File: src/rtl/pulse_gen_multi_if.sv
// rtl/pulse_gen_multi_if.sv - control/status bundle of the multi-channel tick generator
//
// Ports (master drives controls, slave drives status):
//   en[NUM_CH]     per-channel run enable, level
//   sync_clr       one-cycle strobe restarting all channels phase-aligned
//   cfg_we         divisor write strobe
//   cfg_ch         target channel of the write (out-of-range values ignored)
//   cfg_div        new divisor
//   tick[NUM_CH]   one-cycle pulse once every D cycles
//   sq[NUM_CH]     square wave with period D
//   pend[NUM_CH]   a written divisor is waiting to be applied
interface pulse_gen_multi_if #(
    parameter int NUM_CH = 4,
    parameter int DIV_W  = 32
);
    localparam int CH_W = (NUM_CH > 1) ? $clog2(NUM_CH) : 1;

    logic [NUM_CH-1:0] en;
    logic              sync_clr;
    logic              cfg_we;
    logic [CH_W-1:0]   cfg_ch;
    logic [DIV_W-1:0]  cfg_div;
    logic [NUM_CH-1:0] tick;
    logic [NUM_CH-1:0] sq;
    logic [NUM_CH-1:0] pend;

    modport master (
        output en, sync_clr, cfg_we, cfg_ch, cfg_div,
        input  tick, sq, pend
    );

    modport slave (
        input  en, sync_clr, cfg_we, cfg_ch, cfg_div,
        output tick, sq, pend
    );
endinterface

File: src/rtl/pulse_gen_multi.sv
// rtl/pulse_gen_multi.sv - NUM_CH independent programmable tick / square-wave generators
//
// Ports:
//   clk    system clock, rising edge
//   rst_n  asynchronous active-low reset
//   bus    pulse_gen_multi_if slave: en, sync_clr, cfg_we/cfg_ch/cfg_div in;
//          tick, sq, pend out (all outputs registered)
module pulse_gen_multi #(
    parameter int CLK_FREQ = 50_000_000,
    parameter int NUM_CH   = 4,
    parameter int DIV_W    = 32
) (
    input  logic              clk,
    input  logic              rst_n,
    pulse_gen_multi_if.slave  bus
);
    localparam logic [DIV_W-1:0] RST_DIV = DIV_W'(CLK_FREQ);
    localparam logic [DIV_W-1:0] ONE     = DIV_W'(1);

    // Zero-extended so that channel indices beyond NUM_CH never match.
    logic [31:0] cfg_ch_ext;
    assign cfg_ch_ext = 32'(bus.cfg_ch);

    for (genvar g = 0; g < NUM_CH; g++) begin : g_ch
        logic [DIV_W-1:0] act_q, act_d;
        logic [DIV_W-1:0] shd_q, shd_d;
        logic [DIV_W-1:0] cnt_q, cnt_d;
        logic [DIV_W-1:0] last;
        logic             pend_q, pend_d;
        logic             tick_q, tick_d;
        logic             sq_q, sq_d;
        logic             hit, run, wrap;

        assign hit  = bus.cfg_we && (cfg_ch_ext == 32'(g));
        assign run  = bus.en[g] && (act_q != '0);
        assign last = (act_q != '0) ? act_q - ONE : '0;
        // sync_clr outranks the wrap, so a wrap edge coinciding with it is just a restart.
        assign wrap = run && !bus.sync_clr && (cnt_q == last);

        always_comb begin
            act_d  = act_q;
            shd_d  = shd_q;
            pend_d = pend_q;
            cnt_d  = '0;
            tick_d = 1'b0;
            sq_d   = 1'b0;

            if (bus.sync_clr || !run) begin
                // Idle or restart edge: safe point to swap divisors, outputs held low.
                if (pend_q) begin
                    act_d  = shd_q;
                    pend_d = 1'b0;
                end
                if (hit) begin
                    shd_d  = bus.cfg_div;
                    pend_d = 1'b1;
                end
            end else if (wrap) begin
                // Period boundary: a write landing here takes effect directly.
                if (hit) begin
                    act_d  = bus.cfg_div;
                    shd_d  = bus.cfg_div;
                    pend_d = 1'b0;
                end else if (pend_q) begin
                    act_d  = shd_q;
                    pend_d = 1'b0;
                end
                tick_d = 1'b1;
                sq_d   = (act_d >> 1) != '0;
            end else begin
                if (hit) begin
                    shd_d  = bus.cfg_div;
                    pend_d = 1'b1;
                end
                cnt_d = cnt_q + ONE;
                sq_d  = cnt_d < (act_q >> 1);
            end
        end

        always_ff @(posedge clk or negedge rst_n) begin
            if (!rst_n) begin
                act_q  <= RST_DIV;
                shd_q  <= RST_DIV;
                cnt_q  <= '0;
                pend_q <= 1'b0;
                tick_q <= 1'b0;
                sq_q   <= 1'b0;
            end else begin
                act_q  <= act_d;
                shd_q  <= shd_d;
                cnt_q  <= cnt_d;
                pend_q <= pend_d;
                tick_q <= tick_d;
                sq_q   <= sq_d;
            end
        end

        assign bus.tick[g] = tick_q;
        assign bus.sq[g]   = sq_q;
        assign bus.pend[g] = pend_q;
    end
endmodule

File: src/flat_wrapper.sv
// flat-port wrapper written by rule: the top's interface ports become plain ports
module pulse_gen_multi_flat 
#(
    parameter int CLK_FREQ = 50_000_000,
    parameter int NUM_CH   = 4,
    parameter int DIV_W    = 32
)
  (clk, rst_n, bus_en, bus_sync_clr, bus_cfg_we, bus_cfg_ch, bus_cfg_div, bus_tick, bus_sq, bus_pend);
  pulse_gen_multi_if #(.NUM_CH(NUM_CH), .DIV_W(DIV_W)) bus_i ();
  input  logic clk;
  input  logic rst_n;
  input wire logic [$bits(bus_i.en)-1:0] bus_en;
  input wire logic [$bits(bus_i.sync_clr)-1:0] bus_sync_clr;
  input wire logic [$bits(bus_i.cfg_we)-1:0] bus_cfg_we;
  input wire logic [$bits(bus_i.cfg_ch)-1:0] bus_cfg_ch;
  input wire logic [$bits(bus_i.cfg_div)-1:0] bus_cfg_div;
  output wire logic [$bits(bus_i.tick)-1:0] bus_tick;
  output wire logic [$bits(bus_i.sq)-1:0] bus_sq;
  output wire logic [$bits(bus_i.pend)-1:0] bus_pend;
  assign bus_i.en = bus_en;
  assign bus_i.sync_clr = bus_sync_clr;
  assign bus_i.cfg_we = bus_cfg_we;
  assign bus_i.cfg_ch = bus_cfg_ch;
  assign bus_i.cfg_div = bus_cfg_div;
  assign bus_tick = bus_i.tick;
  assign bus_sq = bus_i.sq;
  assign bus_pend = bus_i.pend;
  pulse_gen_multi #(.CLK_FREQ(CLK_FREQ), .NUM_CH(NUM_CH), .DIV_W(DIV_W)) u_core (.clk(clk), .rst_n(rst_n), .bus(bus_i));
endmodule
File: config.mk
export PLATFORM = sky130hd
export DESIGN_NAME = pulse_gen_multi_flat
export DESIGN_NICKNAME = d
export VERILOG_FILES = /design/src/rtl/pulse_gen_multi_if.sv /design/src/rtl/pulse_gen_multi.sv /design/src/flat_wrapper.sv
export SDC_FILE = /design/constraint.sdc
export NUM_CORES = 1
export LEC_CHECK = 0
export CAP_MARGIN = 20
export CORE_UTILIZATION = 35
export CTS_BUF_LIST = sky130_fd_sc_hd__clkbuf_2
export DETAILED_ROUTE_END_ITERATION = 6
export GPL_ROUTABILITY_DRIVEN = 0
export SYNTH_ARGS = -nofsm -noshare
export SYNTH_HDL_FRONTEND = slang
export SYNTH_SLANG_ARGS = --single-unit
File: constraint.sdc
create_clock -name clk -period 7.59 [get_ports clk]
set_input_delay 2.277 -clock clk [delete_from_list [all_inputs] [get_ports clk]]
set_output_delay 2.277 -clock clk [all_outputs]
set_load 0.01 [all_outputs]
==> results.cfg <==
[detailed_routing]
vias_per_cell = 5.804
firstDrtPassIters = 7
routed_wl_um = 99670
num_vias = 26360
drc = 49
wl_per_cell_um = 21.95
first_iter_violations = 2595
ant_nets = 0

[cells_and_area]
fin_util_pct = 38.38
multi_input_area_um2 = 17560
seq_area_um2 = 10030
area_delta_synth_final_pct = 8.242
fin_nets = 3540
drive_gt1_share_pct = 14.00
nFillCells = 8498

[yosys]
synth_edf_count = 0
synth-main-ff-cell = dfrtp_1
synth_top_area_share_pct = 25.74
synth.distinct_cells = 91
synth_cells = 3378
ys_seq_elements = 396
avgSynthCellArea_um2 = 8.632
async_reset_ff_share_pct = 100.0
syn_area_um2 = 29160
synth-seq-area-share_pct = 34.39
synth_top_area_cell = dfrtp_1
syn_nets = 3549
synth_warnings = 0
synth.area.top_cells = dfrtp_1 (26%), dfstp_2 (8.7%), nand2_1 (6.2%)

[run_status]
violations = DRC
outcome = complete, but fails checks

[setup_path]
endpoint_kind = flop
crit_slowest_cell = nor3_1
cp_top_family = simple AND/OR/NAND/NOR gates
cp.arrival_ns = 6.29
cp_cell_sequence = inv_1, ha_1, nor4b_1, nand4_1, nor3_1, a21oi_1, mux2_2, a21o_1, nor4_1, nand4_1, buf_4, or4_1, o211a_1
crit_buf_inv = 2
cpPeakStageDelay_ns = 0.99
cp_max_fo = 34
required_ns = 8.65
cpMostUsedCell = nand4_1
critPathKind = flop to flop
cp-start-kind = flop

[sta]
clock.fmax_mhz = 191.3
tns_ns = 0
fin_ws_ns = 2.363
period_share_pct = 68.87
rsz0062_at_grt = false
skew_ns = 0.1033
finalHoldViolCount = 0
maxSlewViolCount = 0
worst_pin_slew_ns = 1.168
fin_crit_ns = 5.227
setup_viol = 0
relSlewSlack_pct = 21.88

[cts]
post-cts-setup-buffer-count = 0
clock_sinks = 396
cts_tree = built
clk_pin_slew_ns = 0.10
ctsResizeCount = 0
cts_root_buf = clkbuf_2
h-tree-depth = 3
insertion_delay_ns = 1.22
clockBufferDepth = 3
cts_hold_buf = 0
cts_buffers = 111

[die]
design.core.area_um2 = 82240
ios = 54
rows = 105
dieArea_um2 = 84470
die_x_um = 290.6
start_util_pct = 35.46
die_h_um = 290.6

[placement]
dp_hpwl_um = 71630
place_worst_setup_slack_ns = 2.257
port_buffers = 53

[global_route]
grt_pass1_wl_um = 154500
grt_overflow = 0
grt_pass1_vias = 25340
track_usage_pct = 23.24
antenna_found_initial = 5
grt_max_degree = 155

[power_and_ir_drop]
peakVddDrop_uv = 94.41
power.density_nw_per_um2 = 206.5
leakage_uw = 0.01441

[worst_hold_path]
hp-class = flop to flop

[job]
max_cap_viol_count = 0
==> placed cells by master, fill, tap and decap left out, types with 16 or more instances in the layout <==
cell | synthesis | layout
a2bb2oi_1 | 33 | 33
and2_1 | 18 | 18
xor2_1 | 59 | 59
or3_1 | 32 | 32
nand2_1 | 482 | 482
and3_1 | 107 | 106
clkbuf_2 | 2 | 170
dfstp_2 | 96 | 96
nor3_1 | 102 | 102
ha_1 | 129 | 129
a21o_1 | 50 | 50
or4_1 | 33 | 33
a31oi_1 | 17 | 17
a21oi_1 | 87 | 87
dfrtp_1 | 300 | 296
buf_4 | 24 | 55
nand4_1 | 101 | 101
o31ai_1 | 17 | 17
nor2_1 | 244 | 242
mux2_2 | 82 | 82
nor4_1 | 70 | 70
xnor2_1 | 161 | 161
nor2b_1 | 76 | 76
a211oi_1 | 16 | 16
clkinv_1 | 1 | 26
mux2i_1 | 168 | 168
nand3_1 | 109 | 108
o211ai_1 | 17 | 17
inv_1 | 148 | 148
o21ai_0 | 62 | 62
clkdlybuf4s50_1 | 0 | 52
a22oi_1 | 87 | 87
==> logic make-up (layout without fill, tap and decap cells) <==
family,Yosys count,in the layout,share of synthesized area (%)
adders and majority gates,129,129,5.535
and+or+nand+nor,1469,1469,25.38
buffers and inverters,383,470,5.548
AOI/OAI and AO/OA,523,523,13.02
muxes,251,251,8.981
other,0,6,0
DFF,396,396,34.39
xor gates and xnor gates,227,227,7.148
==> final timing paths <==
path / endpoint / cells past startpoint / startpoint / slack (ns)
setup / recovery: u_core.g_ch[1].act_q[0] / 13 / u_core.g_ch[1].act_q[0] / 2.36
hold / removal: u_core.g_ch[3].shd_q[15] / 2 / u_core.g_ch[3].shd_q[15] / 0.46
setup reg to reg: u_core.g_ch[1].act_q[0] / 13 / u_core.g_ch[1].act_q[0] / 2.36
hold reg to reg: u_core.g_ch[3].shd_q[15] / 2 / u_core.g_ch[3].shd_q[15] / 0.46
max in group asynchronous: u_core.g_ch[2].pend_q / 2 / rst_n / 5.20
min in group asynchronous: u_core.g_ch[3].shd_q[2] / 1 / rst_n / 1.01
==> per-stage QoR <==
step | hold WS [ns] | cells | power (uW) | cell area, um2
6_report | 0.4638 | 4541 | 6519 | 31560
5_1_grt | 0.4741 | 4541 | 6905 | 31560
4_1_cts | 0.4641 | 4534 | 6535 | 31540
3_5_place_dp | 0.4488 | 4325 | 4849 | 30510
3_3_place_gp | 0.4460 | 4324 | 4820 | 30480
2_1_floorplan | 0.4368 | 3378 | 4145 | 29160
==> where the power goes <==
part	internal [uW]	switching (uW)
clock	613	1030
combinational	774	1170
sequential	2480	443
total	3870	2650
==> synth_stat cells, drive strengths merged, types with 96 or more instances <==
library cell and n:
mux2i 169, nor3 104, dfstp 96, ha 129, nor2 244, inv 148, and3 107, nand2 482
clkbuf 171, xnor2 161, nand3 109, nand4 102, dfrtp 300
==> worst register-to-register path, stage by stage, from the launching register on <==
cell and delay (ns):
dfrtp_1 0.47, inv_1 0.13, ha_1 0.23, nor4b_1 0.66, nand4_1 0.56, nor3_1 0.99
a21oi_1 0.15, mux2_2 0.33, a21o_1 0.15, nor4_1 0.28, nand4_1 0.17, buf_4 0.34
or4_1 0.56, o211a_1 0.12
==> per-layer routing <==
layer  part of all wire (%)  global-route usage, %
met1                     45                  32.70
met2                     43                  34.72
met3                    7.7                  4.612
met4                    3.8                  9.292
met5                  0.013                      0
==> state kept, by name (all words and copies together), names as in the netlist <==
name / cells
u_core.g_ch.cnt_q: 128
u_core.g_ch.pend_q: 4
u_core.g_ch.act_q: 128
u_core.g_ch.sq_q: 4
u_core.g_ch.tick_q: 4
u_core.g_ch.shd_q: 128
==> final cells by class <==
class                           count  area share (%)
Sequential cell                   396           31.79
Antenna cell                        6         0.04757
Clock buffer                      170           2.696
Timing Repair Buffer              112           3.243
Tap cell                         1070           4.241
Clock inverter                     39          0.5867
Multi-Input combinational cell   2599           55.62
Inverter                          149           1.772
(Power assumes the default switching activity.)
